$ cat src/rtl/cqu_mips_defs.sv
// Shared definitions for the next-PC generator: FSM encodings, PC increment,
// stall-vector index and the default reset vector.
package cqu_mips_defs;

  typedef enum logic [1:0] {
    PCG_RUN        = 2'd0,
    PCG_PEND_BR    = 2'd1,
    PCG_PEND_FLUSH = 2'd2
  } pcg_state_e;

  localparam logic [31:0] PC_INC           = 32'd4;
  localparam int          STALL_IF         = 0;
  localparam logic [31:0] PCG_RESET_VECTOR = 32'h0000_0000;

endpackage

$ cat src/rtl/pc_next_gen_if.sv
// Fetch-side bundle of the next-PC generator: stall, current PC, redirect
// requests in; next PC, pending flag and fetch-address-error report out.
interface pc_next_gen_if;
  logic [5:0]  stall;
  logic [31:0] pc_cur;
  logic        br_valid;
  logic [31:0] br_target;
  logic        flush;
  logic [31:0] flush_target;
  logic [31:0] pc_next;
  logic        redirect_pending;
  logic        fetch_adel;
  logic [31:0] adel_vaddr;

  modport master (
    output stall, pc_cur, br_valid, br_target, flush, flush_target,
    input  pc_next, redirect_pending, fetch_adel, adel_vaddr
  );

  modport slave (
    input  stall, pc_cur, br_valid, br_target, flush, flush_target,
    output pc_next, redirect_pending, fetch_adel, adel_vaddr
  );
endinterface

$ cat src/rtl/pc_next_gen.sv
// Next-PC generator: priority mux (flush > pending flush > branch > pending
// branch > pc+4) plus a small FSM that parks redirects arriving during stalls.
module pc_next_gen
  import cqu_mips_defs::*;
#(
  parameter logic [31:0] RESET_VECTOR = PCG_RESET_VECTOR,
  parameter bit          ALIGN_CHECK  = 1'b1
) (
  input  logic         clk,
  input  logic         rstn,
  pc_next_gen_if.slave bus
);

  // The fetch stage owns the PC register; a misaligned vector is a build error.
  if (RESET_VECTOR[1:0] != 2'b00) begin : g_vector_check
    $error("pc_next_gen: RESET_VECTOR must be word aligned");
  end

  pcg_state_e  state_reg;
  logic [31:0] pend_target_reg;
  logic        pending_reg;
  logic        adel_reg;
  logic [31:0] adel_vaddr_reg;

  logic        accept;
  logic [31:0] pc_seq;
  logic [31:0] pc_next;
  logic        next_misaligned;
  logic        unused_stall_bits;

  assign accept            = !bus.stall[STALL_IF];
  assign pc_seq            = bus.pc_cur + PC_INC;
  assign next_misaligned   = ALIGN_CHECK && (pc_next[1:0] != 2'b00);
  assign unused_stall_bits = ^bus.stall[5:1];

  always_comb begin
    pc_next = pc_seq;
    if (bus.flush) begin
      pc_next = bus.flush_target;
    end else if (state_reg == PCG_PEND_FLUSH) begin
      pc_next = pend_target_reg;
    end else if (bus.br_valid && state_reg == PCG_RUN) begin
      pc_next = bus.br_target;
    end else if (state_reg == PCG_PEND_BR) begin
      pc_next = pend_target_reg;
    end
  end

  always_ff @(posedge clk or negedge rstn) begin
    if (!rstn) begin
      state_reg       <= PCG_RUN;
      pend_target_reg <= 32'h0;
      pending_reg     <= 1'b0;
      adel_reg        <= 1'b0;
      adel_vaddr_reg  <= 32'h0;
    end else if (accept) begin
      state_reg   <= PCG_RUN;
      pending_reg <= 1'b0;
      adel_reg    <= next_misaligned;
      if (next_misaligned) begin
        adel_vaddr_reg <= pc_next;
      end
    end else if (bus.flush) begin
      // A newer flush always replaces whatever was parked; the faulting fetch is squashed.
      state_reg       <= PCG_PEND_FLUSH;
      pend_target_reg <= bus.flush_target;
      pending_reg     <= 1'b1;
      adel_reg        <= 1'b0;
    end else if (bus.br_valid && state_reg == PCG_RUN) begin
      state_reg       <= PCG_PEND_BR;
      pend_target_reg <= bus.br_target;
      pending_reg     <= 1'b1;
    end
  end

  assign bus.pc_next          = pc_next;
  assign bus.redirect_pending = pending_reg;
  assign bus.fetch_adel       = adel_reg;
  assign bus.adel_vaddr       = adel_vaddr_reg;

endmodule

$ cat src/flat_wrapper.sv
// flat-port wrapper written by rule: the top's interface ports become plain ports
module pc_next_gen_flat import cqu_mips_defs::*;
#(
  parameter logic [31:0] RESET_VECTOR = PCG_RESET_VECTOR,
  parameter bit          ALIGN_CHECK  = 1'b1
)
  (clk, rstn, bus_stall, bus_pc_cur, bus_br_valid, bus_br_target, bus_flush, bus_flush_target, bus_pc_next, bus_redirect_pending, bus_fetch_adel, bus_adel_vaddr);
  pc_next_gen_if bus_i ();
  input  logic clk;
  input  logic rstn;
  input wire logic [$bits(bus_i.stall)-1:0] bus_stall;
  input wire logic [$bits(bus_i.pc_cur)-1:0] bus_pc_cur;
  input wire logic [$bits(bus_i.br_valid)-1:0] bus_br_valid;
  input wire logic [$bits(bus_i.br_target)-1:0] bus_br_target;
  input wire logic [$bits(bus_i.flush)-1:0] bus_flush;
  input wire logic [$bits(bus_i.flush_target)-1:0] bus_flush_target;
  output wire logic [$bits(bus_i.pc_next)-1:0] bus_pc_next;
  output wire logic [$bits(bus_i.redirect_pending)-1:0] bus_redirect_pending;
  output wire logic [$bits(bus_i.fetch_adel)-1:0] bus_fetch_adel;
  output wire logic [$bits(bus_i.adel_vaddr)-1:0] bus_adel_vaddr;
  assign bus_i.stall = bus_stall;
  assign bus_i.pc_cur = bus_pc_cur;
  assign bus_i.br_valid = bus_br_valid;
  assign bus_i.br_target = bus_br_target;
  assign bus_i.flush = bus_flush;
  assign bus_i.flush_target = bus_flush_target;
  assign bus_pc_next = bus_i.pc_next;
  assign bus_redirect_pending = bus_i.redirect_pending;
  assign bus_fetch_adel = bus_i.fetch_adel;
  assign bus_adel_vaddr = bus_i.adel_vaddr;
  pc_next_gen #(.RESET_VECTOR(RESET_VECTOR), .ALIGN_CHECK(ALIGN_CHECK)) u_core (.clk(clk), .rstn(rstn), .bus(bus_i));
endmodule
$ cat config.mk
export PLATFORM = sky130hd
export DESIGN_NAME = pc_next_gen_flat
export DESIGN_NICKNAME = d
export VERILOG_FILES = /design/src/rtl/cqu_mips_defs.sv /design/src/rtl/pc_next_gen_if.sv /design/src/rtl/pc_next_gen.sv /design/src/flat_wrapper.sv
export SDC_FILE = /design/constraint.sdc
export NUM_CORES = 1
export LEC_CHECK = 0
export CORE_UTILIZATION = 25
export DETAILED_ROUTE_END_ITERATION = 8
export PLACE_DENSITY = 0.61
export SYNTH_ARGS = -nofsm -noshare
export SYNTH_HDL_FRONTEND = slang
export SYNTH_SLANG_ARGS = --single-unit
$ cat constraint.sdc
create_clock -name clk -period 10.2 [get_ports clk]
set_clock_uncertainty 0.1 [all_clocks]
set_input_delay 3.06 -clock clk [delete_from_list [all_inputs] [get_ports clk]]
set_output_delay 3.06 -clock clk [all_outputs]
set_load 0.02 [all_outputs]
### Yosys cells after proc, flatten, opt, wreduce, memory -nomap -nowiden

Index checks and enable logic that the tools add are counted.

* add/sub/neg operators: 1
* eq/ne operators: 4
* multiplexer cells: 14
* bitwise gates (word level): 1
* reduce and logical (&&, ||, !) cells: 6

Operators with widths (number)
* $mux 32: 6
* $add 32x3->32 const B: 1
* $mux 2: 3
* $mux 1: 5
* $reduce_and 2->1: 2
* $reduce_bool 2->1: 2
* $ne 3x1->1 const B: 1
* $eq 2x1->1 const B: 1
* $eq 2x2->1 const B: 1
* $logic_not 2->1: 1
* $ne 2x1->1 const B: 1
* $logic_and 1x1->1: 1
* $not 1->1: 1

* flip-flop bits (word level): 68
* bits of input ports: 106
* output and inout bits: 66

### Longest topological paths before layout

Gate-level depths: netlist (run 1).

* depth in word-level cells: 7
* depth in mapped cells: 9
* depth with buffers taken out: 7

### Worst setup path before layout (run 1)

OpenSTA, ideal clock, no wires.

* kind: input-to-output
* start: input bus_pc_cur[2]
* end: output bus_pc_next[26]
* arrival: 4591 ps
* data required time: 7040 ps
* slack: 2449 ps
* stages: 7
* path buffers: 0
* cells stage by stage: ha_1 > nand4_2 > nor2_4 > nand2_2 > or4_1 > a211o_1 > nand2_1

* cells in the longest elaborated chain, start to end: 5

RTL lines
* start: declaration: RTL line flat_wrapper.sv:12 `input wire logic [$bits(bus_i.pc_cur)-1:0] bus_pc_cur;`
* $add 32x3->32: RTL line pc_next_gen.sv:32 `assign pc_seq = bus.pc_cur + PC_INC;`
* $mux 32: RTL line pc_next_gen.sv:44 `end else if (state_reg == PCG_PEND_BR) begin`
* $mux 32: RTL line pc_next_gen.sv:42 `end else if (bus.br_valid && state_reg == PCG_RUN) begin`
* $mux 32: RTL line pc_next_gen.sv:40 `end else if (state_reg == PCG_PEND_FLUSH) begin`
* $mux 32: RTL line pc_next_gen.sv:38 `if (bus.flush) begin`
* end: declaration: RTL line flat_wrapper.sv:17 `output wire logic [$bits(bus_i.pc_next)-1:0] bus_pc_next;`

No other way between the ends.

### Worst setup path after layout (run 1)

Same ends and word-level chain as after synthesis.

==> flow_summary.json, run 1 <==
{
  "status": "finished clean",
  "core_sq_mm": 0.01877,
  "start_kind": "primary input",
  "start_util_pct": 25.52,
  "fp.dieH_microns": 140.4,
  "clk_pin_slew_ns": 0.05,
  "fin_nets": 822,
  "die-area_sq_mm": 0.01972,
  "synth_nets": 674,
  "syn-instance-count": 567,
  "ctsHoldBuffers": 0,
  "synth-seq-area-share_pct": 35.53,
  "drtIter0Drc": 230,
  "yosys_warnings": 0,
  "cts_buffers": 9,
  "cts_tree": "done",
  "vias": 4809,
  "fill_cells": 1932,
  "drc": 0,
  "antenna_found_initial": 0,
  "synth_ff_type": "dfrtp_1",
  "critical_path_class": "primary input to output port",
  "setup_ws_ns": 1.052,
  "cts_resized": 0,
  "grt_pass1_wl_microns": 26770,
  "synth_edf_count": 0,
  "area_growth_pct": 45.45,
  "maxSlewViolCount": 0,
  "cts_setup_buffers": 0,
  "post-place-ws_ns": 1.043,
  "synth.distinct_cells": 58,
  "ant_nets": 0,
  "place_inst": 938,
  "grtUsageTotal_pct": 17.98,
  "fp-row-count": 50,
  "ctsRootBufferMaster": "clkbuf_16",
  "firstDrtPassIters": 5,
  "hp-class": "flop to flop",
  "clk_path_buf_depth": 2,
  "rsz0062_at_grt": "no",
  "tightest_slew_ns": 1.178,
  "port_buffers": 166,
  "required_ns": 7.04,
  "synth.ff_latch_count": 68,
  "cts.sinks": 68,
  "synth_top_cell_area_share_pct": 35.53,
  "clk_latency_ns": 0.34,
  "crit_fanout": 8,
  "grt-ovfl-total": 0,
  "hold_viol": 0,
  "synth_area_leaders": "dfrtp_1 (36%), mux2i_1 (7.9%), nand2_1 (6.4%), o21ai_0 (6.2%), mux2_1 (5.4%)",
  "htree_levels": 3,
  "syn-cell-area_sq_mm": 0.004790,
  "avgSynthCellArea_sq_um": 8.447,
  "grt_pass1_vias": 4586,
  "period_share_pct": 89.69,
  "final_cells": 953,
  "grt_max_degree": 69,
  "vias_per_cell": 5.046,
  "powerDensity_mw_per_mm2": 149.5,
  "finalSetupViolCount": 0,
  "period_needed_ns": 9.148,
  "peakVddDrop_uv": 76.68,
  "tns_ns": 0,
  "arrival_ns": 5.99,
  "yosysTopAreaCell": "dfrtp_1",
  "gp_congestion": 0.7979,
  "slew_headroom_pct": 21.33,
  "p_leak_nw": 2.830,
  "synthArstFlopShare_pct": 100.0,
  "die_width_microns": 140.4,
  "routed_wl_microns": 17390,
  "layout-drive-gt1-share_pct": 5.841,
  "dp_hpwl_microns": 12510,
  "maxCapViolCount": 0,
  "max_freq_mhz": 109.3,
  "wl_per_cell_microns": 18.24,
  "num_antenna_cells": 0,
  "cp-end-kind": "output port",
  "ioPinCount": 172
}
worst max-delay path, cell delays in order:
cell	delay (ns)
clkdlybuf4s50_1	0.58
ha_1	0.25
nand4_2	0.21
nor2_4	0.30
nand2_2	0.10
or4_1	0.41
a211o_1	0.34
nand2_1	0.08
clkdlybuf4s50_1	0.64
final cells by class:
| cell class | count | area [sq um] | share of cell area [%] |
|---|---|---|---|
| Clock buffer | 13 | 250.2 | 3.592 |
| Clock inverter | 2 | 35.03 | 0.5029 |
| Inverter | 13 | 48.80 | 0.7004 |
| Multi-Input combinational cell | 447 | 2907 | 41.72 |
| Sequential cell | 68 | 1702 | 24.43 |
| Tap cell | 234 | 292.8 | 4.203 |
| Timing Repair Buffer | 176 | 1732 | 24.86 |
synthesized netlist by cell type (all sizes together), types with 11 or more instances:
cell type  instances
nand2             83
a22oi             14
mux2              25
xor2              11
dfrtp             68
o21ai             74
inv               13
mux2i             38
nor2              29
nand4             12
buf               19
xnor2             15
clkbuf            20
a21oi             36
cells by family after synthesis:
group | share of synthesized area, %
fa+ha+maj | 0.2612
simple gates | 17.14
xor+xnor | 4.754
compound gates | 24.06
buf+inv | 4.441
mux | 13.82
flops | 35.53
per-stage QoR:
| stage | area (sq um) | hold slack, ns | total power, mW | util (%) |
|---|---|---|---|---|
| final | 6967 | 0.3818 | 1.042 | 37.12 |
| after global routing | 6967 | 0.3952 | 1.100 | 37.12 |
| after CTS | 6967 | 0.3850 | 1.055 | 37.12 |
| after detailed placement | 6681 | 0.3716 | 0.7276 | 35.60 |
| after global placement | 6681 | 0.3614 | 0.7237 | 35.60 |
| after floorplan | 4790 | 0.3502 | 0.5394 | - |
layout by cell type (no fill, tap or decap), types with 3 or more instances in the layout:
cell type / count
inv_2: 3
o22ai_1: 6
a22oi_1: 14
and3_1: 5
nor2b_1: 9
nor2_1: 27
and4_1: 3
nand4_1: 11
nand2_1: 82
a21oi_1: 36
nand3_1: 8
o22a_1: 4
o21ai_0: 59
dfrtp_1: 68
buf_4: 12
inv_1: 10
a221oi_1: 4
a21o_1: 9
a221o_1: 3
o221ai_1: 8
nor3_1: 6
a31oi_1: 3
o21ai_1: 14
xor2_1: 11
nand2b_1: 7
clkdlybuf4s50_1: 164
a21boi_1: 4
mux2i_1: 38
mux2_1: 23
clkbuf_1: 3
clkbuf_16: 9
xnor2_1: 15
where the power goes:
part | switching [mW] | total [mW] | internal [mW]
registers | 0.0299 | 0.351 | 0.321
clock network | 0.125 | 0.320 | 0.195
logic | 0.192 | 0.371 | 0.179
total | 0.347 | 1.04 | 0.695
routing by layer:
metal / track usage, % / vias to the layer above / share of wire, %
li1: - / 2369 / -
met1: 24.75 / 2292 / 48
met2: 28.34 / 141 / 45
met3: 4.479 / 7 / 5.9
met4: 3.702 / 0 / 0.70
met5: 0 / - / 0
path summary, 6_finish.rpt:
check	slack, ns	to	from	depth (start not counted)
min	0.38	u_core.bus.adel_vaddr[22]	u_core.bus.adel_vaddr[22]	1
max reg2reg	6.60	u_core.bus.adel_vaddr[24]	u_core.state_reg[0]	7
max	1.05	bus_pc_next[26]	bus_pc_cur[2]	9
min reg2reg	0.38	u_core.bus.adel_vaddr[22]	u_core.bus.adel_vaddr[22]	1
max in group asynchronous	6.59	u_core.pend_target_reg[15]	rstn	1
min in group asynchronous	2.77	u_core.bus.adel_vaddr[28]	rstn	1
Power figures use the tool's default switching activity.
==> run 2, diff against run 1 <==
--- a/config.mk
+++ b/config.mk
@@ -5,6 +5,7 @@
 export SDC_FILE = /design/constraint.sdc
 export NUM_CORES = 1
 export LEC_CHECK = 0
+export CAP_MARGIN = 20
 export CORE_UTILIZATION = 25
 export DETAILED_ROUTE_END_ITERATION = 8
 export PLACE_DENSITY = 0.61
==> constraint.sdc (replaced) <==
create_clock -name clk -period 8.6 [get_ports clk]
set_clock_uncertainty 0.1 [all_clocks]
set_input_delay 1.29 -clock clk [delete_from_list [all_inputs] [get_ports clk]]
set_output_delay 1.29 -clock clk [all_outputs]
set_load 0.02 [all_outputs]
==> run 2 against run 1 <==
  * Non-clock buffer count down 3
  * Utilization rose by 0.093 points
  * Combinational power up 18%
  * Sequential cell count did not move
  * Sequential share of layout area is 0.061 points lower
==> flow_summary.json, run 2 (synthesized netlist as in run 1, its figures left out) <==
{
  "status": "finished clean",
  "cp-end-kind": "output port",
  "tightest_slew_ns": 0.9467,
  "fp.dieH_microns": 140.4,
  "firstDrtPassIters": 4,
  "layout-drive-gt1-share_pct": 5.866,
  "ctsHoldBuffers": 0,
  "peakVddDrop_uv": 128.8,
  "grt_pass1_vias": 4457,
  "maxSlewViolCount": 0,
  "fp-row-count": 50,
  "vias": 4757,
  "rsz0062_at_grt": "no",
  "stdcell_area_sq_mm": 0.006984,
  "vias_per_cell": 5.007,
  "area_growth_pct": 45.82,
  "maxCapViolCount": 0,
  "grt_max_degree": 69,
  "fin_nets": 819,
  "tns_ns": 0,
  "slew_headroom_pct": 36.76,
  "p_leak_nw": 2.834,
  "clk_pin_slew_ns": 0.06,
  "routed_wl_microns": 17220,
  "critical_path_class": "primary input to output port",
  "clock_power_share_pct": 32.8,
  "power_frac_comb_pct": 34.4,
  "cts.sinks": 68,
  "layout.cells.most_common": "clkdlybuf4s50_1",
  "htree_levels": 3,
  "setup_ws_ns": 2.728,
  "num_antenna_cells": 0,
  "die-area_sq_mm": 0.01972,
  "max_freq_mhz": 170.3,
  "gp_congestion": 0.7702,
  "die_width_microns": 140.4,
  "post-place-ws_ns": 2.708,
  "powerDensity_mw_per_mm2": 182.1,
  "finalSetupViolCount": 0,
  "power.switching_uw": 412.1,
  "sequentialPowerShare_pct": 32.8,
  "fill_cells": 1945,
  "p_int_uw": 860.0,
  "wl_per_cell_microns": 18.13,
  "hold_viol": 0,
  "start_kind": "primary input",
  "multiInputGateArea_sq_mm": 0.002907,
  "drc": 0,
  "ctsRootBufferMaster": "clkbuf_16",
  "ant_nets": 0,
  "cts_resized": 0,
  "arrival_ns": 4.48,
  "clk_latency_ns": 0.35,
  "clk_path_buf_depth": 2,
  "grtUsageTotal_pct": 17.76,
  "final_cell_mix": "clkdlybuf4s50_1 (164), nand2_1 (82), dfrtp_1 (68), o21ai_0 (59), mux2i_1 (38)",
  "cts_tree": "done",
  "dp_hpwl_microns": 12400,
  "swShare_pct": 32.40,
  "antenna_found_initial": 0,
  "grt_pass1_wl_microns": 26210,
  "hp-class": "flop to flop",
  "required_ns": 7.21,
  "port_buffers": 166,
  "start_util_pct": 25.52,
  "cts_buffers": 9,
  "ioPinCount": 172,
  "regArea_sq_mm": 0.001702,
  "cts_setup_buffers": 0,
  "place_area_sq_mm": 0.006651,
  "period_needed_ns": 5.872,
  "drtIter0Drc": 316,
  "period_share_pct": 68.28,
  "crit_fanout": 13,
  "grt-ovfl-total": 0,
  "core_sq_mm": 0.01877
}
-- run 2: changes by cell type in the layout (fill, tap and decap cells not counted), sizes merged --
cell      change
buf           -3
clkinvlp      +1
bufinv        +1
clkbuf        -2
-- run 2: final cells by class --
| type | instances | area share (%) |
|---|---|---|
| clock inverter | 4 | 1.039 |
| sequential | 68 | 24.36 |
| inverter | 13 | 0.6987 |
| multi-input combinational | 447 | 41.62 |
| timing repair buffer | 173 | 24.47 |
| tap | 234 | 4.192 |
| clock buffer | 11 | 3.619 |
-- run 2: per-stage QoR --
stage	util, %	power (mW)	hold slack (ns)	instances
2_1_floorplan	-	0.6397	0.3502	567
4_1_cts	37.17	1.291	0.3859	949
6_report	37.21	1.272	0.3809	950
3_3_place_gp	35.44	0.8565	0.3616	934
3_5_place_dp	35.44	0.8630	0.3726	934
5_1_grt	37.21	1.341	0.3919	950
-- run 2: power groups by stage --
stage | Clock [mW] | Sequential [mW] | Combinational, mW
floorplan | 0 | 0.463 | 0.177
global placement | 0 | 0.420 | 0.436
detailed placement | 0 | 0.423 | 0.440
CTS | 0.431 | 0.418 | 0.442
global route | 0.442 | 0.426 | 0.473
finish | 0.417 | 0.418 | 0.437
-- run 2: path summary, 6_finish.rpt --
path / start / to / slack, ns / cells after the start
setup / recovery: bus_br_valid / bus_pc_next[28] / 2.73 / 7
hold / removal: u_core.pend_target_reg[12] / u_core.pend_target_reg[12] / 0.38 / 2
setup reg to reg: u_core.state_reg[1] / u_core.bus.adel_vaddr[25] / 5.10 / 6
hold reg to reg: u_core.pend_target_reg[12] / u_core.pend_target_reg[12] / 0.38 / 2
max in group asynchronous: rstn / u_core.pend_target_reg[4] / 6.79 / 1
min in group asynchronous: rstn / u_core.bus.adel_vaddr[28] / 0.99 / 1
-- run 2: worst max-delay path: stages --
cell,delay (ns)
clkdlybuf4s50_1,0.98
nor2b_1,0.84
a22oi_1,0.15
nor2_1,0.13
a21oi_1,0.06
o221ai_1,0.33
clkdlybuf4s50_1,0.68
-- run 2: metal layers --
| metal | part of all wire, % | global-route usage (%) |
|---|---|---|
| met4 | 1.0 | 4.743 |
| met1 | 47 | 24.29 |
| met2 | 45 | 27.87 |
| met3 | 6.0 | 4.205 |
| met5 | 0 | 0 |
==> run 3, diff against run 2 <==
==> constraint.sdc (replaced) <==
create_clock -name clk -period 5.5 [get_ports clk]
set_clock_uncertainty 0.1 [all_clocks]
set_input_delay 0.825 -clock clk [delete_from_list [all_inputs] [get_ports clk]]
set_output_delay 0.825 -clock clk [all_outputs]
set_load 0.02 [all_outputs]
==> run 3 against run 2 <==
  * Critical endpoint is now bus_pc_next[26]
  * Register-to-register slack got worse by 2.8 ns
  * Critical path depth up 2
  * Clock power grew 41%
  * Worst setup slack worse by 1.9 ns
  * Design area rose by 0.64%
  * First-iteration DRC count shrank 30%
  * Wire length up 1.6%
  * Final cell count is 0.74% higher
  * Clock-buffer cell count is the same
  * Via count increased by 0.36%
==> flow_summary.json, run 3 (synthesized netlist as in run 1, its figures left out) <==
{
  "status": "finished clean",
  "drc": 0,
  "grt_use_met3_pct": 3.692,
  "fill_cells": 1977,
  "grt_pass1_vias": 4656,
  "die_width_microns": 140.4,
  "reg2reg_depth": 6,
  "crit_top_cell": "clkdlybuf4s50_1",
  "num_antenna_cells": 0,
  "core_sq_mm": 0.01877,
  "drtIter0Drc": 221,
  "period_share_pct": 84.20,
  "r2r_end": "u_core.bus.adel_vaddr[15]",
  "cts_resized": 0,
  "ioPinCount": 172,
  "final_cell_mix": "clkdlybuf4s50_1 (164), nand2_1 (82), dfrtp_1 (68), o21ai_0 (59), mux2i_1 (38)",
  "swShare_pct": 33.78,
  "vias": 4774,
  "vias_per_cell": 4.989,
  "clock_power_share_pct": 30.4,
  "tns_ns": 0,
  "crit_fanout": 8,
  "rsz0062_at_grt": "no",
  "maxCapViolCount": 0,
  "cts_buffers": 9,
  "post-place-ws_ns": 0.8643,
  "arrival_ns": 3.71,
  "tightest_slew_ns": 0.9826,
  "fp.dieH_microns": 140.4,
  "ctsRootBufferMaster": "clkbuf_16",
  "r2r_slack_ns": 2.25,
  "firstDrtPassIters": 5,
  "antenna_found_initial": 0,
  "slowest_stage": "clkdlybuf4s50_1",
  "grt-busiest-layer": "met2",
  "critPathCapture": "bus_pc_next[26]",
  "use_met1_pct": 24.27,
  "worst_path_largest_cell_delay_ns": 0.63,
  "peakVddDrop_uv": 164.4,
  "grt_max_degree": 74,
  "hold_viol": 0,
  "clk_pin_slew_ns": 0.06,
  "power.switching_uw": 654.6,
  "max_freq_mhz": 215.9,
  "critPathLaunch": "bus_pc_cur[2]",
  "dp_hpwl_microns": 12610,
  "powerDensity_mw_per_mm2": 275.7,
  "hold_slack_ns": 0.3787,
  "power_frac_comb_pct": 35.9,
  "cts_tree": "done",
  "cts.sinks": 68,
  "grtUsageTotal_pct": 17.84,
  "clk_path_buf_depth": 2,
  "gp_congestion": 0.7911,
  "hp-class": "flop to flop",
  "cts_setup_buffers": 0,
  "ant_nets": 0,
  "routed_wl_microns": 17490,
  "grt-ovfl-total": 0,
  "final_cells": 957,
  "sequentialPowerShare_pct": 33.7,
  "required_ns": 4.58,
  "p_leak_nw": 2.859,
  "area_growth_pct": 46.76,
  "fp-row-count": 50,
  "p_int_mw": 1.283,
  "setup_ws_ns": 0.8688,
  "wl_per_cell_microns": 18.28,
  "layout.cells.most_common": "clkdlybuf4s50_1",
  "start_util_pct": 25.52,
  "maxSlewViolCount": 0,
  "crit_chain": "clkdlybuf4s50_1 -> ha_1 -> nand4_2 -> nor2_4 -> nand2_2 -> or4_1 -> a211o_1 -> nand2_1 -> clkdlybuf4s50_1",
  "critical_path_class": "primary input to output port",
  "grt_pass1_wl_microns": 26530,
  "layout-drive-gt1-share_pct": 6.501,
  "start_kind": "primary input",
  "place_inst": 938,
  "reg2reg_from": "u_core.state_reg[1]",
  "ctsHoldBuffers": 0,
  "htree_levels": 3,
  "clk_latency_ns": 0.34,
  "period_needed_ns": 4.631,
  "use_met2_pct": 28.34,
  "slew_headroom_pct": 34.50,
  "port_buffers": 166,
  "fin_nets": 825,
  "finalSetupViolCount": 0,
  "cp-end-kind": "output port",
  "die-area_sq_mm": 0.01972
}
==> run 3: worst max-delay path, delay by kind of cell <==
kind | cells | cell delay [ns]
compound gates | 1 | 0.34
fa+ha+maj | 1 | 0.25
buf+inv | 2 | 1.20
simple gates | 5 | 1.06
==> run 3: worst min path at each step <==
stage,start,to,slack (ns),depth (start not counted)
6_report,u_core.bus.adel_vaddr[29],u_core.bus.adel_vaddr[29],0.38,2
5_1_grt,u_core.bus.adel_vaddr[22],u_core.bus.adel_vaddr[22],0.40,1
4_1_cts,u_core.pend_target_reg[11],u_core.pend_target_reg[11],0.39,2
3_5_place_dp,u_core.pend_target_reg[11],u_core.pend_target_reg[11],0.37,2
3_3_place_gp,u_core.bus.adel_vaddr[29],u_core.bus.adel_vaddr[29],0.36,2
2_1_floorplan,u_core.pend_target_reg[9],u_core.pend_target_reg[9],0.35,2
==> run 3: layer usage <==
| layer | routed length [microns] | vias up |
|---|---|---|
| met5 | 0 | - |
| met2 | 7924 | 158 |
| met3 | 1055 | 13 |
| met4 | 208 | 0 |
| li1 | - | 2371 |
| met1 | 8305 | 2232 |
==> run 3: power groups by stage <==
| stage | Clock, mW | Sequential, mW | Combinational [mW] |
|---|---|---|---|
| 6_report | 0.589 | 0.653 | 0.696 |
| 5_1_grt | 0.624 | 0.665 | 0.752 |
| 4_1_cts | 0.604 | 0.655 | 0.694 |
| 3_5_place_dp | 0 | 0.665 | 0.690 |
| 3_3_place_gp | 0 | 0.659 | 0.684 |
| 2_1_floorplan | 0 | 0.724 | 0.277 |
==> run 3: final cells by class <==
cell class              instances  area (sq um)  share of cell area (%)
multi-input cells             447          2907                   41.35
repair buffers                179          1794                   25.53
flip-flops and latches         68          1702                   24.21
well taps                     234         292.8                   4.165
clock buffers                  11         232.7                   3.311
clock inverters                 5         52.55                  0.7476
inverters                      13         48.80                  0.6942
==> run 3: stage by stage <==
stage | util, % | total power [mW] | area, sq um
after floorplan | - | 1.000 | 4790
after global placement | 35.60 | 1.343 | 6681
after detailed placement | 35.60 | 1.355 | 6681
after CTS | 37.12 | 1.953 | 6967
after global routing | 37.45 | 2.042 | 7029
final | 37.45 | 1.938 | 7029
